`config.mk`:
```
export PLATFORM = sky130hd
export DESIGN_NAME = interrupt_scheduler
export DESIGN_NICKNAME = d
export VERILOG_FILES = /design/src/rtl/interrupt_scheduler.sv
export SDC_FILE = /design/constraint.sdc
export NUM_CORES = 1
export LEC_CHECK = 0
export ABC_AREA = 1
export CAP_MARGIN = 20
export CORE_ASPECT_RATIO = 1.25
export CORE_MARGIN = 5
export CORE_UTILIZATION = 39
export CTS_CLUSTER_SIZE = 14
export DETAILED_ROUTE_END_ITERATION = 7
export HOLD_SLACK_MARGIN = 0.1
export PLACE_DENSITY = 0.82
export SETUP_SLACK_MARGIN = 0.2
export SYNTH_ARGS = -nofsm -noshare
export SYNTH_HDL_FRONTEND = slang
export SYNTH_SLANG_ARGS = --single-unit
```
`constraint.sdc`:
```
create_clock -name sysclk -period 2.7 [get_ports sysclk]
set_input_delay 0.54 -clock sysclk [delete_from_list [all_inputs] [get_ports sysclk]]
set_output_delay 0.54 -clock sysclk [all_outputs]
set_load 0.1 [all_outputs]
```
`src/rtl/interrupt_scheduler.sv`:
```
// interrupt_scheduler: synchronises per-source events, latches them as pending and issues one
// instruction at a time over valid/ack. Define ROUND_ROBIN_EN for rotating priority.
module interrupt_scheduler #(
    parameter int unsigned NUM_SRC = 4,
    parameter int unsigned INSTR_W = 32,
    parameter int unsigned DROP_W  = 8,
    localparam int unsigned SRC_W  = (NUM_SRC > 1) ? $clog2(NUM_SRC) : 1
) (
    input  logic                       sysclk,
    input  logic                       reset,
    input  logic [NUM_SRC-1:0]         src_event,
    input  logic [NUM_SRC*INSTR_W-1:0] src_instr,
    input  logic [NUM_SRC-1:0]         src_mask,
    input  logic                       cpu_ack,
    output logic                       irq_valid,
    output logic [INSTR_W-1:0]         irq_instruction,
    output logic [SRC_W-1:0]           irq_src,
    output logic [NUM_SRC-1:0]         pending,
    output logic [DROP_W-1:0]          drop_count
);

    localparam int unsigned SUM_W = DROP_W + SRC_W + 1;

    typedef enum logic [1:0] {StIdle, StIssue, StGap} state_e;

    state_e              state_q, state_d;
    logic [NUM_SRC-1:0]  sync1_q, sync2_q, sync3_q;
    logic [NUM_SRC-1:0]  pending_q, pending_d;
    logic [DROP_W-1:0]   drop_count_q, drop_count_d;
    logic [INSTR_W-1:0]  instr_q, instr_d;
    logic [SRC_W-1:0]    src_q, src_d;
    logic [NUM_SRC-1:0]  rise, set_vec, clr_vec, drop_vec, eligible;
    logic [SRC_W:0]      drop_n;
    logic [SUM_W-1:0]    drop_sum;
    logic                grant_found;
    logic [SRC_W-1:0]    grant_idx;
    logic [INSTR_W-1:0]  instr_arr [NUM_SRC];
`ifdef ROUND_ROBIN_EN
    logic [SRC_W-1:0]    last_q, last_d;
    int unsigned         rr_idx;
`endif

    always_comb begin
        for (int i = 0; i < NUM_SRC; i++) begin
            instr_arr[i] = src_instr[i*INSTR_W +: INSTR_W];
        end
    end

    // Two-flop synchroniser; sync3 holds the previous synchronised level for edge detection.
    always_ff @(posedge sysclk or negedge reset) begin
        if (!reset) begin
            sync1_q <= '0;
            sync2_q <= '0;
            sync3_q <= '0;
        end else begin
            sync1_q <= src_event;
            sync2_q <= sync1_q;
            sync3_q <= sync2_q;
        end
    end

    assign rise     = sync2_q & ~sync3_q;
    assign eligible = pending_q & src_mask;

    always_comb begin
        grant_found = 1'b0;
        grant_idx   = '0;
`ifdef ROUND_ROBIN_EN
        rr_idx = 0;
        for (int k = 0; k < NUM_SRC; k++) begin
            rr_idx = 32'(last_q) + 32'(k) + 32'd1;
            if (rr_idx >= NUM_SRC) rr_idx = rr_idx - NUM_SRC;
            if (!grant_found && eligible[rr_idx[SRC_W-1:0]]) begin
                grant_found = 1'b1;
                grant_idx   = rr_idx[SRC_W-1:0];
            end
        end
`else
        // Descending scan so the lowest eligible index is the last writer.
        for (int i = NUM_SRC - 1; i >= 0; i--) begin
            if (eligible[i]) begin
                grant_found = 1'b1;
                grant_idx   = SRC_W'(i);
            end
        end
`endif
    end

    always_comb begin
        clr_vec = '0;
        if (state_q == StIssue && cpu_ack) clr_vec[src_q] = 1'b1;
        set_vec   = rise & src_mask;
        // A fresh edge coinciding with the clear re-arms the source instead of dropping.
        drop_vec  = set_vec & pending_q & ~clr_vec;
        pending_d = (pending_q & ~clr_vec) | set_vec;

        drop_n = '0;
        for (int i = 0; i < NUM_SRC; i++) begin
            drop_n = drop_n + (SRC_W + 1)'(drop_vec[i]);
        end
        drop_sum = SUM_W'(drop_count_q) + SUM_W'(drop_n);
        if (|drop_sum[SUM_W-1:DROP_W]) drop_count_d = '1;
        else                           drop_count_d = drop_sum[DROP_W-1:0];
    end

    always_comb begin
        state_d = state_q;
        instr_d = instr_q;
        src_d   = src_q;
`ifdef ROUND_ROBIN_EN
        last_d  = last_q;
`endif
        unique case (state_q)
            StIdle: begin
                if (grant_found) begin
                    state_d = StIssue;
                    instr_d = instr_arr[grant_idx];
                    src_d   = grant_idx;
                end
            end
            StIssue: begin
                if (cpu_ack) begin
                    state_d = StGap;
`ifdef ROUND_ROBIN_EN
                    last_d  = src_q;
`endif
                end
            end
            StGap:   state_d = StIdle;
            default: state_d = StIdle;
        endcase
    end

    always_ff @(posedge sysclk or negedge reset) begin
        if (!reset) begin
            state_q      <= StIdle;
            pending_q    <= '0;
            drop_count_q <= '0;
            instr_q      <= '0;
            src_q        <= '0;
`ifdef ROUND_ROBIN_EN
            last_q       <= '0;
`endif
        end else begin
            state_q      <= state_d;
            pending_q    <= pending_d;
            drop_count_q <= drop_count_d;
            instr_q      <= instr_d;
            src_q        <= src_d;
`ifdef ROUND_ROBIN_EN
            last_q       <= last_d;
`endif
        end
    end

    assign irq_valid       = (state_q == StIssue);
    assign irq_instruction = irq_valid ? instr_q : '0;
    assign irq_src         = src_q;
    assign pending         = pending_q;
    assign drop_count      = drop_count_q;

endmodule

```
Yosys cells after proc, flatten, opt, wreduce, memory -nomap -nowiden:

Cells that the tools add are included.

* register bits after elaboration: 60
* input port bits: 139
* output and inout bits: 47

* add/subtract/negate cells: 4
* magnitude comparators: 3
* equality and inequality tests: 3
* multiplexer cells: 19
* bitwise gates (word level): 10
* reduce and logical (&&, ||, !) cells: 6

Operators by type and width (number)
* $mux 32: 3
* $bmux 32 s2: 1
* $and 4x4->4: 6
* $mux 2: 6
* $add 8x3->9: 1
* $mux 8: 1
* $not 4->4: 2
* $mux 1: 5
* $mux 4: 1
* $ne 2x2->1 const B: 2
* $or 4x4->4: 1
* $pmux 2 s2: 1
* $reduce_and 2->1: 2
* $add 2x1->3: 1
* $add 3x1->3: 1
* $ge 3x3->1 const B: 1
* $lt 2x3->1 const B: 1
* $not 2->3: 1
* $reduce_or 3->1: 1
* $add 1x1->2: 1
* $demux 1 s2: 1
* $eq 2x1->1 const B: 1
* $ge 2x1->1 const B: 1
* $logic_and 1x1->1: 2
* $logic_not 2->1: 1

Depth between registers and ports, before layout:

Gate-level depths: netlist (run 1).

* depth in word-level cells: 13
* depth in mapped cells: 15
* mapped depth without buffers: 15

Worst setup path before layout (run 1):

No wires, ideal clock.

* path kind: register to register
* start: reg state_q[0]
* end: reg drop_count_q[4] (netlist: drop_count[4])
* setup time: 0.076 ns
* arrival: 4.064 ns
* data required time: 2.624 ns
* path slack: -1.440 ns
* stages on the path, launching flop included: 16
* clock period less this slack: 4.140 ns
* cells stage by stage: dfrtp_1 > inv_1 > nor2_1 > inv_2 > nor2_2 > nand3_1 > nand3_1 > fa_1 > fa_1 > inv_1 > fa_1 > nand2_1 > nor2_1 > inv_1 > or2_2 > nand3_1

* longest elaborated chain between the ends: 11

Ends and longest elaborated chain
* start: declaration: line 26 `state_e state_q, state_d;`
* start signal: assignment: line 136 `state_q <= StIdle;`
* start signal: assignment: line 145 `state_q <= state_d;`
* $eq 2x1->1 (*)
* net irq_valid: line 15 `output logic irq_valid,`
* $logic_and 1x1->1 (*): line 91 `if (state_q == StIssue && cpu_ack) clr_vec[src_q] = 1'b1;`
* $mux 4 (*): line 91
* $not 4->4 (*): line 94 `drop_vec = set_vec & pending_q & ~clr_vec;`
* $and 4x4->4 (*): line 94
* $add 1x1->2: line 99 `drop_n = drop_n + (SRC_W + 1)'(drop_vec[i]);`
* $add 2x1->3: line 99
* $add 3x1->3 (*): line 99
* $add 8x3->9 (*): line 101 `drop_sum = SUM_W'(drop_count_q) + SUM_W'(drop_n);`
* $reduce_or 3->1: line 102 `if (|drop_sum[SUM_W-1:DROP_W]) drop_count_d = '1;`
* $mux 8 (*): line 102
* net drop_count_d[4]: line 29 `logic [DROP_W-1:0] drop_count_q, drop_count_d;`
* end signal: assignment: line 147 `drop_count_q <= drop_count_d;`
* end: declaration: line 29

Mark *: on every way through the listed nets, which the timed path passes. The rest lies on a longest branch.
A chain may end at the register's enable or synchronous reset.

Worst setup path after layout (run 1):

* start: reg state_q[1]
* end: reg drop_count_q[4] (netlist: drop_count[4])

* longest elaborated chain between the ends: 11

Ends and longest elaborated chain (line)
* $eq 2x1->1 (*): 91
* $logic_and 1x1->1 (*): 91
* $mux 4 (*): 91
* $not 4->4 (*): 94
* $and 4x4->4 (*): 94
* $add 1x1->2: 99
* $add 2x1->3: 99
* $add 3x1->3 (*): 99
* $add 8x3->9 (*): 101
* $reduce_or 3->1: 102
* $mux 8 (*): 102
* net drop_count_d[4]: 29

Marks and branches as above.

==> impl_metrics.env, run 1 <==
export IMPL_status="completed"
export IMPL_synth_fp_nets=817
export IMPL_timing_rr_end="drop_count[4]"
export IMPL_skew_ns=0.003063
export IMPL_grt_overflow_total=0
export IMPL_timing_rr_start="state_q[1]"
export IMPL_required_ns=2.96
export IMPL_final_area_um2=7073
export IMPL_drive_above_1_share=0.1703
export IMPL_drc_errors=0
export IMPL_diodes=0
export IMPL_max_freq_mhz=374.8
export IMPL_start_kind="flop"
export IMPL_rsz0062_at_grt="true"
export IMPL_drv_slew=0
export IMPL_first_iter_violations=170
export IMPL_endpoint_kind="flop"
export IMPL_grt_pass1_vias=4633
export IMPL_insertion_delay_ns=0.32
export IMPL_yosysSeqAreaShare=0.3564
export IMPL_multi_input_area_um2=2198
export IMPL_synth_top_area_cell="dfrtp_1"
export IMPL_fin_crit_sh=0.9881
export IMPL_core_area_um2=10560
export IMPL_numCtsBuffers=9
export IMPL_nNetsFinal=1001
export IMPL_yosysWarnings=0
export IMPL_wire_per_inst_um=13.76
export IMPL_hold_path_class="input port to asynchronous set/reset pin"
export IMPL_seqCellArea_um2=1503
export IMPL_hpwl_um=10070
export IMPL_cp_max_fo=3
export IMPL_rr_worst_depth=14
export IMPL_cp_arrival_ns=2.93
export IMPL_ir_drop_mv=0.6313
export IMPL_drt_total_wl_um=13690
export IMPL_tns_ns=0
export IMPL_syn_area_per_cell_um2=6.250
export IMPL_hold_violations=0
export IMPL_die_area_um2=12990
export IMPL_maxSlewHeadroom=0.5428
export IMPL_cts_root_buf="clkbuf_16"
export IMPL_std_cell_rows=42
export IMPL_grt_usage=0.2136
export IMPL_p_leak_nw=3.723
export IMPL_cts_tree="done"
export IMPL_dp_cells=973
export IMPL_clkTransAtPathRegs_ns=0.05
export IMPL_ys_types=24
export IMPL_final_cells=995
export IMPL_clk_path_buf_depth=2
export IMPL_antenna_found_initial=0
export IMPL_syn_to_final_growth_pct=67.89
export IMPL_numPortBuffers=185
export IMPL_setup_viol=0
export IMPL_drt_pass1_iterations=4
export IMPL_die_w_um=103.0
export IMPL_yosys_top_cells_area="dfrtp_1 (36%), nand2_1 (18%), nand3_1 (16%), inv_1 (15%), nor2_1 (3.7%)"
export IMPL_grt_pass1_wl_um=21820
export IMPL_ant_nets=0
export IMPL_clock_sinks=60
export IMPL_drv_cap=0
export IMPL_grt_max_degree=35
export IMPL_synth_cells=674
export IMPL_placed_cell_area_um2=6709
export IMPL_die_y_um=126.2
export IMPL_r2r_slack_ns=0.03
export IMPL_place_ws_ns=-0.3835
export IMPL_worst_slew_pin_slew_ns=0.6859
export IMPL_vias_per_cell=4.657
export IMPL_synth_seq_cells=60
export IMPL_gp_congestion=0.8676
export IMPL_netlist_area_um2=4213
export IMPL_ioPinCount=186
export IMPL_vias=4634
export IMPL_netlist_area_leader_share=0.3564
export IMPL_htree_levels=3
export IMPL_p_per_area_nw_per_um2=1213
export IMPL_start_util=0.3988
export IMPL_min_period_ns=2.668
export IMPL_fillers=913
export IMPL_worstSetupPathType="flop to flop"
export IMPL_layout_setup_ws_ns=0.03204
==> per-layer routing <==
layer / vias up / part of all wire / track usage
met2: 176 / 0.52 / 0.3748
met3: 27 / 0.083 / 0.05254
li1: 2375 / - / -
met5: - / 0 / 0
met1: 2056 / 0.38 / 0.2373
met4: 0 / 0.024 / 0.09832
==> synth_stat cells (all sizes together) <==
| master | instances |
|---|---|
| o21ai | 13 |
| nand3 | 132 |
| nor2 | 43 |
| ha | 1 |
| clkbuf | 7 |
| o211ai | 5 |
| nor3 | 3 |
| nand2 | 205 |
| nand3b | 5 |
| or2 | 2 |
| a21oi | 1 |
| inv | 170 |
| dfrtp | 60 |
| buf | 24 |
| fa | 3 |
==> kinds of logic (layout without fill, tap and decap cells) <==
group	Yosys count	in the layout	share of synthesized area
adders and majority gates	4	4	0.01723
AOI/OAI and AO/OA	19	19	0.02822
and+or+nand+nor	390	390	0.4018
buffers and inverters	201	390	0.1963
DFF	60	60	0.3564
==> critical path, cell delays in order, from the launching register on <==
cell and delay (ns):
dfrtp_1 0.41, nor2_4 0.13, inv_4 0.06, nor2_4 0.14, nand3_2 0.10, nand3_2 0.08, fa_1 0.44, fa_2 0.38
inv_2 0.07, fa_2 0.22, nand2_4 0.08, nor2_2 0.14, inv_1 0.07, or2_4 0.22, nand3_2 0.06
==> sequential cells by signal, indices dropped and copies added (netlist names) <==
register,count
drop_count,8
instr_q,32
irq_src,2
pending,4
state_q,2
sync1_q,4
sync2_q,4
sync3_q,4
==> final cells by class <==
type / count / area share
repair buffers: 204 / 0.3230
multi-input cells: 413 / 0.3108
clock inverters: 7 / 0.007253
clock buffers: 9 / 0.03184
flip-flops and latches: 60 / 0.2125
inverters: 170 / 0.09128
well taps: 132 / 0.02335
==> cells in the final DEF, fill, tap and decap left out, types with 3 or more instances in the layout <==
cell / count
nand2_1: 198
o21ai_0: 6
nand3b_1: 5
o21ai_1: 5
dfrtp_1: 59
o211ai_1: 5
clkbuf_16: 9
buf_4: 32
nor2_1: 9
inv_4: 3
nand2_2: 5
dlygate4sd2_1: 3
clkdlybuf4s50_1: 134
nor2_4: 32
nand3_1: 126
inv_1: 162
inv_2: 5
nand3_2: 5
buf_12: 33
==> metrics by stage <==
step / power [W] / hold WS [ns] / util
6_report: 0.008581 / 0.2502 / 0.6696
5_1_grt: 0.009092 / 0.2949 / 0.6696
4_1_cts: 0.008633 / 0.2667 / 0.6667
3_5_place_dp: 0.007512 / 0.3373 / 0.6352
3_3_place_gp: 0.007421 / 0.3315 / 0.6352
2_1_floorplan: 0.005741 / 0.2444 / -
==> power breakdown <==
part	internal, W	switching (W)
sequential	0.00126	0.000248
combinational	0.00186	0.00417
clock	0.000624	0.000422
==> timing repair <==
item                                    CTS  global route
resized for setup                        12             6
endpoints found under the setup margin   25             8
endpoints found under the hold margin     0             0
hold buffers                              0             0
setup buffers                             5             1
pin swaps                                 9             6
==> worst max path at each step <==
| stage | startpoint | end | depth (start not counted) |
|---|---|---|---|
| after floorplan | state_q[0] | drop_count[4] | 15 |
| after global placement | cpu_ack | drop_count[4] | 14 |
| after detailed placement | cpu_ack | drop_count[7] | 11 |
| after CTS | state_q[0] | drop_count[4] | 15 |
| after global routing | state_q[1] | drop_count[4] | 14 |
| final | state_q[1] | drop_count[4] | 14 |
Note: power is estimated with default switching activity, not from simulation.
==> run 2, diff against run 1 <==
Settings changed: ABC_CLOCK_PERIOD_IN_PS set to 2900, CORE_UTILIZATION 39 to 43, PLACE_DENSITY 0.82 to 0.86.
Clock period 2.7 ns to 2.9 ns, I/O delays scaled along.
==> impl_metrics.env, run 2 (synthesized netlist as in run 1, its figures left out) <==
export IMPL_die_w_um=98.53
export IMPL_final_util=0.7349
export IMPL_rsz0062_at_grt="true"
export IMPL_drt_pass1_iterations=4
export IMPL_place_ws_ns=-0.2594
export IMPL_drv_cap=0
export IMPL_start_util=0.4384
export IMPL_layout_setup_ws_ns=0.1896
export IMPL_insertion_delay_ns=0.32
export IMPL_internal_power_w=0.003505
export IMPL_largest_register="instr_q"
export IMPL_std_cell_rows=40
export IMPL_min_period_ns=2.710
export IMPL_ioPinCount=186
export IMPL_diodes=0
export IMPL_clkTransAtPathRegs_ns=0.06
export IMPL_grt_max_degree=37
export IMPL_drc_errors=0
export IMPL_power_frac_clock=0.122
export IMPL_largest_reg_flops=32
export IMPL_dp_cells=968
export IMPL_holdBufCountCts=0
export IMPL_antenna_found_initial=0
export IMPL_critPathSlowestCell="fa_1"
export IMPL_ant_nets=0
export IMPL_max_freq_mhz=368.9
export IMPL_gp_congestion=0.8584
export IMPL_combPwrFrac=0.702
export IMPL_power_switching_w=0.004501
export IMPL_p_per_area_nw_per_um2=1134
export IMPL_final_common_cell="nand2_1"
export IMPL_mostFrequentLayoutCells="nand2_1 (198), inv_1 (163), clkdlybuf4s50_1 (134)"
export IMPL_hold_violations=0
export IMPL_swShare=0.5622
export IMPL_grt_overflow_total=0
export IMPL_cp_arrival_ns=2.97
export IMPL_hold_path_class="input port to asynchronous set/reset pin"
export IMPL_vias=4680
export IMPL_endpoint_kind="flop"
export IMPL_syn_to_final_growth_pct=67.63
export IMPL_grt_usage=0.2333
export IMPL_worst_slew_pin_slew_ns=0.7804
export IMPL_maxSlewHeadroom=0.4797
export IMPL_grt_pass1_vias=4688
export IMPL_cp_max_fo=3
export IMPL_final_cells=988
export IMPL_crit_top_cell="nand3_2"
export IMPL_clk_path_buf_depth=2
export IMPL_die_area_um2=11890
export IMPL_nNetsFinal=1000
export IMPL_cts_tree="done"
export IMPL_drt_total_wl_um=13760
export IMPL_vias_per_cell=4.737
export IMPL_status="completed"
export IMPL_start_kind="flop"
export IMPL_wire_per_inst_um=13.93
export IMPL_fillers=762
export IMPL_htree_levels=3
export IMPL_skew_ns=0.01093
export IMPL_worstSetupPathType="flop to flop"
export IMPL_holdWs_ns=0.3369
export IMPL_grt_pass1_wl_um=22390
export IMPL_hpwl_um=10220
export IMPL_p_leak_nw=3.732
export IMPL_core_area_um2=9609
export IMPL_fin_crit_sh=0.9346
export IMPL_clock_sinks=60
export IMPL_tns_ns=0
export IMPL_cts_root_buf="clkbuf_16"
export IMPL_drv_slew=0
export IMPL_numPortBuffers=185
export IMPL_die_y_um=120.7
export IMPL_first_iter_violations=171
export IMPL_drive_above_1_share=0.1671
export IMPL_setup_viol=0
export IMPL_path_cells="nor2_4 > inv_4 > nor2_4 > nand3_2 > nand3_2 > fa_1 > fa_2 > inv_2 > fa_2 > nand2_4 > nor2_1 > inv_1 > or2_4 > nand3_2"
export IMPL_seq_power_share=0.176
export IMPL_required_ns=3.16
export IMPL_slowest_delay_ns=0.45
export IMPL_numCtsBuffers=9
export IMPL_ir_drop_mv=0.6205
[run 2: through the flow]
step	area, um^2	power [W]
floorplan	4487	0.005328
global placement	6721	0.006914
detailed placement	6721	0.007004
CTS	7013	0.008021
global route	7062	0.008482
finish	7062	0.008006
[run 2: final timing paths]
kind	depth (start not counted)	slack, ns	start	end
max in group asynchronous	2	1.83	reset	instr_q[23]
worst max-delay path	14	0.19	state_q[1]	drop_count[4]
min in group sysclk	0	0.35	sync1_q[0]	sync2_q[0]
worst min-delay path	1	0.34	reset	instr_q[5]
worst max register to register	14	0.19	state_q[1]	drop_count[4]
worst min register to register	0	0.35	sync1_q[0]	sync2_q[0]
[run 2: repair_timing]
item | CTS | global route
setup buffers | 1 | 3
gates cloned | 0 | 0
gates resized for setup | 8 | 6
endpoints found under the hold margin | 0 | 0
pin swaps | 10 | 4
endpoints found under the setup margin | 9 | 8
[run 2: metal layers]
metal | share of wire | vias up | track usage
li1 | - | 2369 | -
met1 | 0.38 | 2112 | 0.2648
met2 | 0.51 | 171 | 0.4103
met3 | 0.073 | 28 | 0.05828
met4 | 0.030 | 0 | 0.1050
met5 | 0 | - | 0
[run 2: layout make-up]
class	count	area (um^2)	area share
clock buffers	9	225.2	0.03189
clock inverters	7	51.30	0.007264
inverters	170	645.6	0.09142
multi-input cells	413	2188	0.3099
flip-flops and latches	60	1504	0.2130
well taps	126	157.7	0.02232
repair buffers	203	2290	0.3242
[run 2: worst max-delay path, delay by kind of cell, from the launching register on]
kind / cells / cell delay [ns]
buffers and inverters: 3 / 0.19
adders and majority gates: 3 / 1.08
DFF: 1 / 0.43
and+or+nand+nor: 8 / 0.95
[run 2: power groups by stage]
stage | clock network [W] | registers, W | logic (W)
floorplan | 0 | 0.00193 | 0.00340
global placement | 0 | 0.00140 | 0.00551
detailed placement | 0 | 0.00141 | 0.00560
CTS | 0.000999 | 0.00140 | 0.00562
global route | 0.00103 | 0.00145 | 0.00600
finish | 0.000974 | 0.00141 | 0.00562
